**src/rtl/elevator_pkg.sv**
```systemverilog
// Shared types and default constants for the elevator controller.
package elevator_pkg;

    typedef enum logic [1:0] {
        IDLE = 2'd0,
        MOVE = 2'd1,
        DOOR = 2'd2
    } state_t;

    localparam int DEF_N_FLOORS = 8;
    localparam int DEF_MOVE_CYC = 50_000_000;
    localparam int DEF_DOOR_CYC = 100_000_000;

    // Width of the shared travel/dwell counter; never narrower than one bit.
    function automatic int timer_width(input int move_cyc, input int door_cyc);
        int longest;
        longest = (move_cyc > door_cyc) ? move_cyc : door_cyc;
        return (longest <= 1) ? 1 : $clog2(longest);
    endfunction

endpackage

```
**src/rtl/elevator_ctrl_scan_sel.sv**
```systemverilog
// SCAN helper: reports whether the pending mask has a call at, ahead of,
// or behind the given floor relative to the travel direction.
module scan_sel
    import elevator_pkg::*;
#(
    parameter int N_FLOORS = DEF_N_FLOORS,
    parameter int FLOOR_W  = $clog2(N_FLOORS)
) (
    input  logic [N_FLOORS-1:0] pending,
    input  logic [FLOOR_W-1:0]  cur_floor,
    input  logic                dir_up,
    output logic                here,
    output logic                ahead,
    output logic                behind
);

    logic [N_FLOORS-1:0] above_mask;
    logic [N_FLOORS-1:0] below_mask;
    logic [N_FLOORS-1:0] at_mask;
    logic                up_any;
    logic                down_any;

    // Build floor-relative masks and OR-reduce the pending calls through them.
    always_comb begin
        // NOTE: every combinational output gets a default first so no path leaves it unassigned (no latch).
        above_mask = '0;
        below_mask = '0;
        at_mask    = '0;
        for (int i = 0; i < N_FLOORS; i++) begin
            above_mask[i] = (i > int'(cur_floor));
            below_mask[i] = (i < int'(cur_floor));
            at_mask[i]    = (i == int'(cur_floor));
        end
        here     = |(pending & at_mask);
        up_any   = |(pending & above_mask);
        down_any = |(pending & below_mask);
        ahead    = dir_up ? up_any : down_any;
        behind   = dir_up ? down_any : up_any;
    end

endmodule

```
**src/rtl/elevator_ctrl.sv**
```systemverilog
// SCAN elevator controller: latches floor calls, serves them in the current
// direction before reversing, and times floor travel and door dwell.
module elevator_ctrl
    import elevator_pkg::*;
#(
    parameter int N_FLOORS = DEF_N_FLOORS,
    parameter int FLOOR_W  = $clog2(N_FLOORS),
    parameter int MOVE_CYC = DEF_MOVE_CYC,
    parameter int DOOR_CYC = DEF_DOOR_CYC
) (
    input  logic                clk,
    input  logic                rst,
    input  logic                call_valid,
    input  logic [FLOOR_W-1:0]  call_floor,
    input  logic                door_hold,
    output logic [FLOOR_W-1:0]  cur_floor,
    output logic                dir_up,
    output logic                moving,
    output logic                door_open,
    output logic [N_FLOORS-1:0] pending,
    output logic                call_err
);

    localparam int TMR_W = timer_width(MOVE_CYC, DOOR_CYC);
    localparam logic [TMR_W-1:0] MOVE_LAST = TMR_W'(MOVE_CYC - 1);
    localparam logic [TMR_W-1:0] DOOR_LAST = TMR_W'(DOOR_CYC - 1);

    state_t              state_q, state_d;
    logic [FLOOR_W-1:0]  floor_q, floor_d;
    logic                dir_q, dir_d;
    logic [N_FLOORS-1:0] pend_q, pend_d;
    logic [TMR_W-1:0]    timer_q, timer_d;
    logic                err_q;

    logic [FLOOR_W-1:0]  nxt_floor;
    logic                here_c, ahead_c, behind_c;
    logic                nxt_here, nxt_ahead, nxt_behind_unused;
    logic                call_in_range, restart, call_ok;
    logic                clr_en;
    logic [FLOOR_W-1:0]  clr_floor;
    logic [N_FLOORS-1:0] set_mask, clr_mask;

    // Floor the car reaches when the current travel step completes.
    assign nxt_floor = dir_q ? floor_q + FLOOR_W'(1) : floor_q - FLOOR_W'(1);

    assign call_in_range = call_valid && (int'(call_floor) < N_FLOORS);
    // A call for the open-door floor only extends the dwell.
    assign restart       = (state_q == DOOR) && call_valid && (call_floor == floor_q);
    assign call_ok       = call_in_range && !restart;

    scan_sel #(.N_FLOORS(N_FLOORS), .FLOOR_W(FLOOR_W)) u_scan_cur (
        .pending  (pend_q),
        .cur_floor(floor_q),
        .dir_up   (dir_q),
        .here     (here_c),
        .ahead    (ahead_c),
        .behind   (behind_c)
    );

    // Arrival decisions are taken on the floor being entered.
    scan_sel #(.N_FLOORS(N_FLOORS), .FLOOR_W(FLOOR_W)) u_scan_nxt (
        .pending  (pend_q),
        .cur_floor(nxt_floor),
        .dir_up   (dir_q),
        .here     (nxt_here),
        .ahead    (nxt_ahead),
        .behind   (nxt_behind_unused)
    );

    // Next-state, position, direction and timer decisions.
    always_comb begin
        state_d   = state_q;
        floor_d   = floor_q;
        dir_d     = dir_q;
        timer_d   = timer_q;
        clr_en    = 1'b0;
        clr_floor = floor_q;
        unique case (state_q)
            IDLE: begin
                timer_d = '0;
                if (here_c) begin
                    clr_en  = 1'b1;
                    state_d = DOOR;
                end else if (ahead_c) begin
                    state_d = MOVE;
                end else if (behind_c) begin
                    dir_d   = ~dir_q;
                    state_d = MOVE;
                end
            end
            MOVE: begin
                if (timer_q == MOVE_LAST) begin
                    timer_d = '0;
                    floor_d = nxt_floor;
                    if (nxt_here) begin
                        clr_en    = 1'b1;
                        clr_floor = nxt_floor;
                        state_d   = DOOR;
                    end else if (nxt_ahead) begin
                        state_d = MOVE;
                    end else begin
                        state_d = IDLE;
                    end
                end else begin
                    timer_d = timer_q + TMR_W'(1);
                end
            end
            DOOR: begin
                if (restart) begin
                    timer_d = '0;
                end else if (!door_hold) begin
                    if (timer_q == DOOR_LAST) begin
                        timer_d = '0;
                        state_d = IDLE;
                    end else begin
                        timer_d = timer_q + TMR_W'(1);
                    end
                end
            end
            default: begin
                state_d = IDLE;
                timer_d = '0;
            end
        endcase
    end

    // Decode the call to set and the served floor to clear; clearing wins.
    always_comb begin
        set_mask = '0;
        clr_mask = '0;
        for (int i = 0; i < N_FLOORS; i++) begin
            set_mask[i] = call_ok && (int'(call_floor) == i);
            clr_mask[i] = clr_en && (int'(clr_floor) == i);
        end
        pend_d = (pend_q | set_mask) & ~clr_mask;
    end

    // State, position, pending calls and error pulse registers.
    always_ff @(posedge clk or posedge rst) begin
        if (rst) begin
            state_q <= IDLE;
            floor_q <= '0;
            dir_q   <= 1'b1;
            pend_q  <= '0;
            timer_q <= '0;
            err_q   <= 1'b0;
        end else begin
            // NOTE: sequential state uses non-blocking assignments so every register samples pre-edge values.
            state_q <= state_d;
            floor_q <= floor_d;
            dir_q   <= dir_d;
            pend_q  <= pend_d;
            timer_q <= timer_d;
            err_q   <= call_valid && !call_in_range;
        end
    end

    assign cur_floor = floor_q;
    assign dir_up    = dir_q;
    assign moving    = (state_q == MOVE);
    assign door_open = (state_q == DOOR);
    assign pending   = pend_q;
    assign call_err  = err_q;

    // The car never steps beyond the top or bottom floor.
    assert property (@(posedge clk) disable iff (rst)
        (state_q == MOVE && timer_q == MOVE_LAST)
            |-> (dir_q ? (int'(floor_q) < N_FLOORS - 1) : (floor_q != '0)));

endmodule

```
**config.mk**
```make
export PLATFORM = sky130hd
export DESIGN_NAME = elevator_ctrl
export DESIGN_NICKNAME = d
export VERILOG_FILES = /design/src/rtl/elevator_pkg.sv /design/src/rtl/elevator_ctrl_scan_sel.sv /design/src/rtl/elevator_ctrl.sv
export SDC_FILE = /design/constraint.sdc
export NUM_CORES = 1
export LEC_CHECK = 0
export ABC_AREA = 1
export CAP_MARGIN = 20
export CORE_MARGIN = 2
export CORE_UTILIZATION = 46
export DETAILED_ROUTE_END_ITERATION = 8
export PLACE_DENSITY = 0.73
export SYNTH_ARGS = -nofsm -noshare
export SYNTH_HDL_FRONTEND = slang
export SYNTH_SLANG_ARGS = --single-unit
export TNS_END_PERCENT = 50
```
**constraint.sdc**
```tcl
create_clock -name clk -period 4 [get_ports clk]
set_input_delay 0.8 -clock clk [delete_from_list [all_inputs] [get_ports clk]]
set_output_delay 0.8 -clock clk [all_outputs]
set_load 0.03 [all_outputs]
```
==> impl_metrics.py, run 1 <==
metrics = {
    "status": {
        "outcome": "finished, final reports clean",
    },
    "pwr": {
        "switching_share_pct": 28.0,
        "p_leak_uw": 0.00167,
        "p_comb_share_pct": 12.3,
        "ir_drop_mv": 0.181,
        "power.density_nw_per_um2": 253,
        "clockPowerShare_pct": 37.1,
        "fin_total_pwr_uw": 933,
        "internal-power_uw": 671,
        "power_switching_uw": 262,
        "p_seq_share_pct": 50.6,
    },
    "floorplanning": {
        "fp.coreArea_um2": 6870,
        "ios": 22,
        "die_area_um2": 7870,
        "start_util_pct": 48.0,
        "die_x_um": 88.7,
        "num_rows": 30,
        "die_h_um": 88.7,
    },
    "timing": {
        "setup_viol": 0,
        "slew-limit-headroom_pct": 58.9,
        "worstMarginPinSlew_ns": 0.616,
        "timing.final.crit_share_pct": 71.8,
        "hold_viol_final": 0,
        "grt_setup_unrepaired": "no",
        "final_max_slew_viol_count": 0,
        "finClkSkew_ns": 0.00994,
        "min_period_ns": 2.87,
        "fmax_ghz": 0.348,
        "finalSetupTns_ns": 0,
    },
    "layout": {
        "layout_common_cells": "97 x nand2_1, 68 x nor2_1, 57 x inv_1",
        "stdcell_area_um2": 3690,
        "syn2layout_area_growth_pct": 11.8,
        "layout_commonest_cell": "nand2_1",
        "fin_nets": 519,
        "num_antenna_cells": 0,
        "num-fill-cells": 686,
        "layout-drive-gt1-share_pct": 9.98,
    },
    "clock_network": {
        "clkLatencyLatePin_ns": 0.31,
        "htree_levels": 2,
        "cts_hold_buf": 0,
        "postCtsSetupBuffers": 0,
        "cts_resized": 0,
        "cts_tree": "done",
        "cts_root_buffer": "clkbuf_8",
        "clock-sinks": 41,
        "clock_path_buffers": 2,
        "cts_made_buffers": 5,
        "path_clk_slew_ns": 0.08,
    },
    "routing": {
        "route.final.wire_length_um": 8680,
        "post-route-drc-count": 0,
        "routed_via_density": 5.51,
        "firstDrtPassIters": 5,
        "num_vias": 3288,
        "drtIter0Drc": 424,
        "wl_per_cell_um": 14.5,
        "ant_nets": 0,
    },
    "worst_setup_path": {
        "critical_path_peak_fanout": 13,
        "cp_data_required_time_ns": 4.20,
        "critPathMaxStageDelay_ns": 0.74,
        "crit_top_cell": "nand2_1",
        "critPathCaptureType": "register",
        "cp_slowest_cell": "dfrtp_1",
        "crit_chain": "inv_4, ha_1, inv_1, nand2_1, nand2_1, nand2_1, nor2_1, nand2_1, nand2_1, nor2_2, nand3_4, nand2_2, nand2_1, nand2_1, nand3_1, nand2_1, inv_1",
        "path_delay_family": "simple AND/OR/NAND/NOR gates",
        "path_class": "register to register",
        "cp.arrival_ns": 3.08,
        "worst-path-buf-inv": 3,
        "start_kind": "register",
    },
    "placed_design": {
        "place_area_um2": 3580,
        "port_buffers": 20,
        "place_hpwl_um": 6410,
        "gp_congestion": 0.922,
    },
    "worst_hold_path": {
        "min_path_type": "register to register",
    },
    "synthesis": {
        "yosys-top-cells-area": "dfrtp_1 30%, nand2_1 11%, nor2_1 7.7%",
        "synth_ff_type": "dfrtp_1",
        "synth_cells": 480,
        "syn_nets": 499,
        "yosys_warnings": 0,
        "synthDominantCellAreaShare_pct": 30.3,
        "synth_cell_types": 41,
        "synth_area_um2": 3300,
        "seq_area_frac_synth_pct": 31.1,
        "synth_edf_count": 0,
        "yosys.area.top_type": "dfrtp_1",
        "synth.avg_cell_area_um2": 6.87,
        "ys_seq_elements": 41,
        "ys_async_sr_fraction_pct": 100,
    },
    "grt": {
        "antenna_found_initial": 0,
        "grt_pass1_vias": 3033,
        "overflow": 0,
        "grt_max_degree": 42,
        "track_usage_pct": 23.9,
        "grt_first_pass_wirelength_um": 14400,
    },
    "job": {
        "maxCapViolCount": 0,
    },
}
## area by class of cell
| class | count | area, um2 | share of cell area, % |
|---|---|---|---|
| Sequential cell | 41 | 1030 | 27.9 |
| Timing Repair Buffer | 21 | 208 | 5.63 |
| Tap cell | 96 | 120 | 3.26 |
| Inverter | 66 | 250 | 6.79 |
| Clock buffer | 6 | 72.6 | 1.97 |
| Multi-Input combinational cell | 365 | 1970 | 53.4 |
| Clock inverter | 2 | 38.8 | 1.05 |
## metrics by stage
stage          setup WS, ns  utilization, %  cells  hold WS (ns)
2_1_floorplan          1.58               -    480         0.500
3_3_place_gp          0.971            52.1    589         0.535
3_5_place_dp          0.934            52.1    589         0.540
4_1_cts                1.16            53.7    597         0.555
5_1_grt               0.917            53.7    597         0.576
6_report               1.13            53.7    597         0.554
## cells by family (layout without fill, tap and decap cells)
family	count (synthesis)	after routing	share of synthesized area (%)
XOR/XNOR	15	15	3.98
adder cells (fa/ha/maj)	12	12	4.55
buffers and inverters	74	95	9.14
AO/OA/AOI/OAI	54	54	9.94
flip-flops	41	41	31.1
AND/OR/NAND/NOR	283	283	41.1
other	1	1	0.114
## worst register-to-register path: cells and delay by family (launching register included)
kind                     cells  cell delay (ns)
AND/OR/NAND/NOR             13             1.34
buffers and inverters        3             0.30
adder cells (fa/ha/maj)      1             0.40
flip-flops                   1             0.74
## per-layer routing
layer / part of all wire, % / routed length, um / GRT usage [%] / up-vias
li1: - / - / - / 1618
met4: 1.5 / 130 / 7.30 / 0
met1: 48 / 4160 / 35.6 / 1523
met2: 43 / 3720 / 34.7 / 133
met5: 0 / 0 / 0 / -
met3: 7.7 / 665 / 5.22 / 14
## state kept, by name, summed over array words and instances (netlist names)
name       flops
pending        8
dir_up         1
state_q        2
cur_floor      3
timer_q       27
## cell usage after synthesis (3+ instances only)
master    number
ha_1          12
nor3_1        18
dfrtp_1       40
nand2_2       13
nand2_1       97
nor2_4         3
nand4_1       20
nor2_1        68
nand3_1       34
o22ai_1        5
nor2_2         7
inv_2          7
nor4_1         7
nand2_4        4
inv_1         58
nand3b_1       3
o31ai_1        7
o21ai_0       16
buf_4          5
a31oi_1        3
a21oi_1       16
xor2_1        14
## power by group through the flow
stage | clock network, uW | registers [uW] | logic [uW]
after CTS | 350 | 472 | 115
after floorplan | 0 | 479 | 79.4
after detailed placement | 0 | 480 | 114
after global routing | 373 | 477 | 132
final | 346 | 473 | 115
after global placement | 0 | 480 | 115
## path summary, 6_finish.rpt
kind                              startpoint  cells after the start     endpoint  slack [ns]
min in group asynchronous                rst                      3  timer_q[25]        0.91
max in group asynchronous                rst                      3   pending[0]        2.73
worst min register to register    timer_q[1]                      2   timer_q[1]        0.55
worst max register to register  cur_floor[0]                     17   pending[5]        1.13
worst min-delay path              timer_q[1]                      2   timer_q[1]        0.55
worst max-delay path            cur_floor[0]                     17   pending[5]        1.13
No activity file was read; power rests on OpenSTA's default activity.
==> run 2, diff against run 1 <==
==> constraint.sdc (replaced) <==
create_clock -name clk -period 2.8 [get_ports clk]
set_input_delay 0.56 -clock clk [delete_from_list [all_inputs] [get_ports clk]]
set_output_delay 0.56 -clock clk [all_outputs]
set_load 0.03 [all_outputs]
==> run 2 against run 1 <==
Against the previous run:
- critical path depth is 1 lower
- global-route usage is 0.80 points lower
- critical endpoint is now pending[6]
- sequential share of layout area is 0.50 points lower
- utilization is 0.98 points higher
- combinational power is 44% higher
- clock power is 39% higher
- final cell count is 1.5% higher
- wire length is 0.98% lower
- flip-flop and latch count stayed put
- die area stayed put
==> impl_metrics.py, run 2 (synthesis results as in run 1) <==
metrics = {
    "clock_network": {
        "cts_tree": "done",
        "path_clk_slew_ns": 0.08,
        "clock-sinks": 41,
        "cts_made_buffers": 5,
        "cts_root_buffer": "clkbuf_8",
        "cts_resized": 0,
        "htree_levels": 2,
        "postCtsSetupBuffers": 0,
        "clkLatencyLatePin_ns": 0.29,
        "clock_path_buffers": 2,
        "cts_hold_buf": 0,
    },
    "timing": {
        "worst_hold_slack_ns": 0.463,
        "grt_setup_unrepaired": "no",
        "min_period_ns": 2.46,
        "finalSetupTns_ns": 0,
        "fmax_ghz": 0.407,
        "timing.final.crit_share_pct": 87.7,
        "hold_viol_final": 0,
        "finClkSkew_ns": 0.00469,
        "setup_viol": 0,
        "final_max_slew_viol_count": 0,
    },
    "layout": {
        "largest_reg_flops": 27,
        "top_register": "timer_q",
        "syn2layout_area_growth_pct": 13.8,
        "fin_nets": 528,
        "layout_commonest_cell": "nand2_1",
        "num_antenna_cells": 0,
        "layout-drive-gt1-share_pct": 11.6,
        "num-fill-cells": 678,
        "layout_common_cells": "97 x nand2_1, 68 x nor2_1, 57 x inv_1",
        "utilization_pct": 54.7,
    },
    "routing": {
        "firstDrtPassIters": 5,
        "post-route-drc-count": 0,
        "ant_nets": 0,
        "wl_per_cell_um": 14.2,
        "num_vias": 3274,
        "routed_via_density": 5.40,
        "route.final.wire_length_um": 8590,
        "drtIter0Drc": 403,
    },
    "grt": {
        "antenna_found_initial": 0,
        "overflow": 0,
        "track_usage_pct": 23.1,
        "grt_max_degree": 36,
        "grt_first_pass_wirelength_um": 14000,
        "grt_pass1_vias": 2837,
    },
    "placed_design": {
        "place_hpwl_um": 6810,
        "gp_congestion": 0.999,
        "port_buffers": 20,
    },
    "worst_setup_path": {
        "cp_slowest_cell": "dfrtp_1",
        "start_kind": "register",
        "crit_top_cell": "nand2_1",
        "cp.arrival_ns": 2.65,
        "r2r_start": "cur_floor[0]",
        "r2r_setup_slack_ns": 0.34,
        "r2r.worst_path.cells": 16,
        "timing.rr.end": "pending[6]",
        "crit_chain": "inv_4, ha_1, inv_1, nand2_1, nand2_4, nor2_1, nand3_1, nand2_1, nor2_2, nand3_4, nand2_2, nand2_1, nand2_1, nand3_1, nand2_1, inv_1",
        "critical_path_peak_fanout": 9,
        "critPathMaxStageDelay_ns": 0.54,
        "critPathCaptureType": "register",
        "path_class": "register to register",
        "cp_data_required_time_ns": 2.99,
    },
    "floorplanning": {
        "fp.coreArea_um2": 6870,
        "num_rows": 30,
        "start_util_pct": 48.0,
        "die_area_um2": 7870,
        "ios": 22,
        "die_h_um": 88.7,
        "die_x_um": 88.7,
    },
    "pwr": {
        "power.density_nw_per_um2": 353,
        "p_seq_share_pct": 51.2,
        "p_comb_share_pct": 12.5,
        "p_leak_uw": 0.00171,
        "internal-power_uw": 960,
        "clockPowerShare_pct": 36.2,
        "power_switching_uw": 365,
        "switching_share_pct": 27.5,
        "ir_drop_mv": 0.434,
    },
    "status": {
        "outcome": "finished, final reports clean",
    },
    "job": {
        "maxCapViolCount": 0,
    },
    "worst_hold_path": {
        "min_path_type": "primary input to async pin",
    },
}
run 2: worst max path at each step:
stage | start | to | slack [ns] | cells past startpoint
after floorplan | cur_floor[1] | pending[3] | 0.38 | 17
after global placement | call_floor[2] | timer_q[17] | 0.30 | 10
after detailed placement | call_floor[2] | timer_q[16] | 0.25 | 11
after CTS | cur_floor[0] | pending[7] | 0.33 | 13
after global routing | cur_floor[0] | pending[4] | 0.14 | 16
final | cur_floor[0] | pending[6] | 0.34 | 16
run 2: cell type report:
type | instances | area, um2 | area share (%)
multi-input cells | 365 | 1970 | 52.5
clock buffers | 6 | 72.6 | 1.93
well taps | 96 | 120 | 3.20
flip-flops and latches | 41 | 1030 | 27.4
inverters | 66 | 250 | 6.66
repair buffers | 30 | 275 | 7.33
clock inverters | 2 | 38.8 | 1.03
run 2: per-layer routing:
layer	share of wire [%]	GRT usage (%)
met5	0	0
met4	0.61	3.72
met3	6.6	3.08
met2	43	34.1
met1	49	36.5
run 2: power groups by stage:
stage                     Combinational [uW]  Sequential [uW]  Clock [uW]
after floorplan                          113              684           0
after global placement                   166              689           0
after detailed placement                 168              689           0
after CTS                                169              677         486
after global routing                     186              685         520
final                                    166              679         480
run 2: critical path, delay by kind of cell, from the launching register on:
family | cells | cell delay [ns]
adders and majority gates | 1 | 0.35
buffers and inverters | 3 | 0.24
DFF | 1 | 0.54
and+or+nand+nor | 12 | 1.22
run 2: per-stage QoR:
step	power [uW]	instance area, um2	setup WS, ns	instances
after CTS	1330	3750	0.331	606
after detailed placement	857	3640	0.250	598
after global placement	855	3640	0.302	598
final	1330	3750	0.345	606
after floorplan	797	3300	0.376	480
after global routing	1390	3750	0.137	606
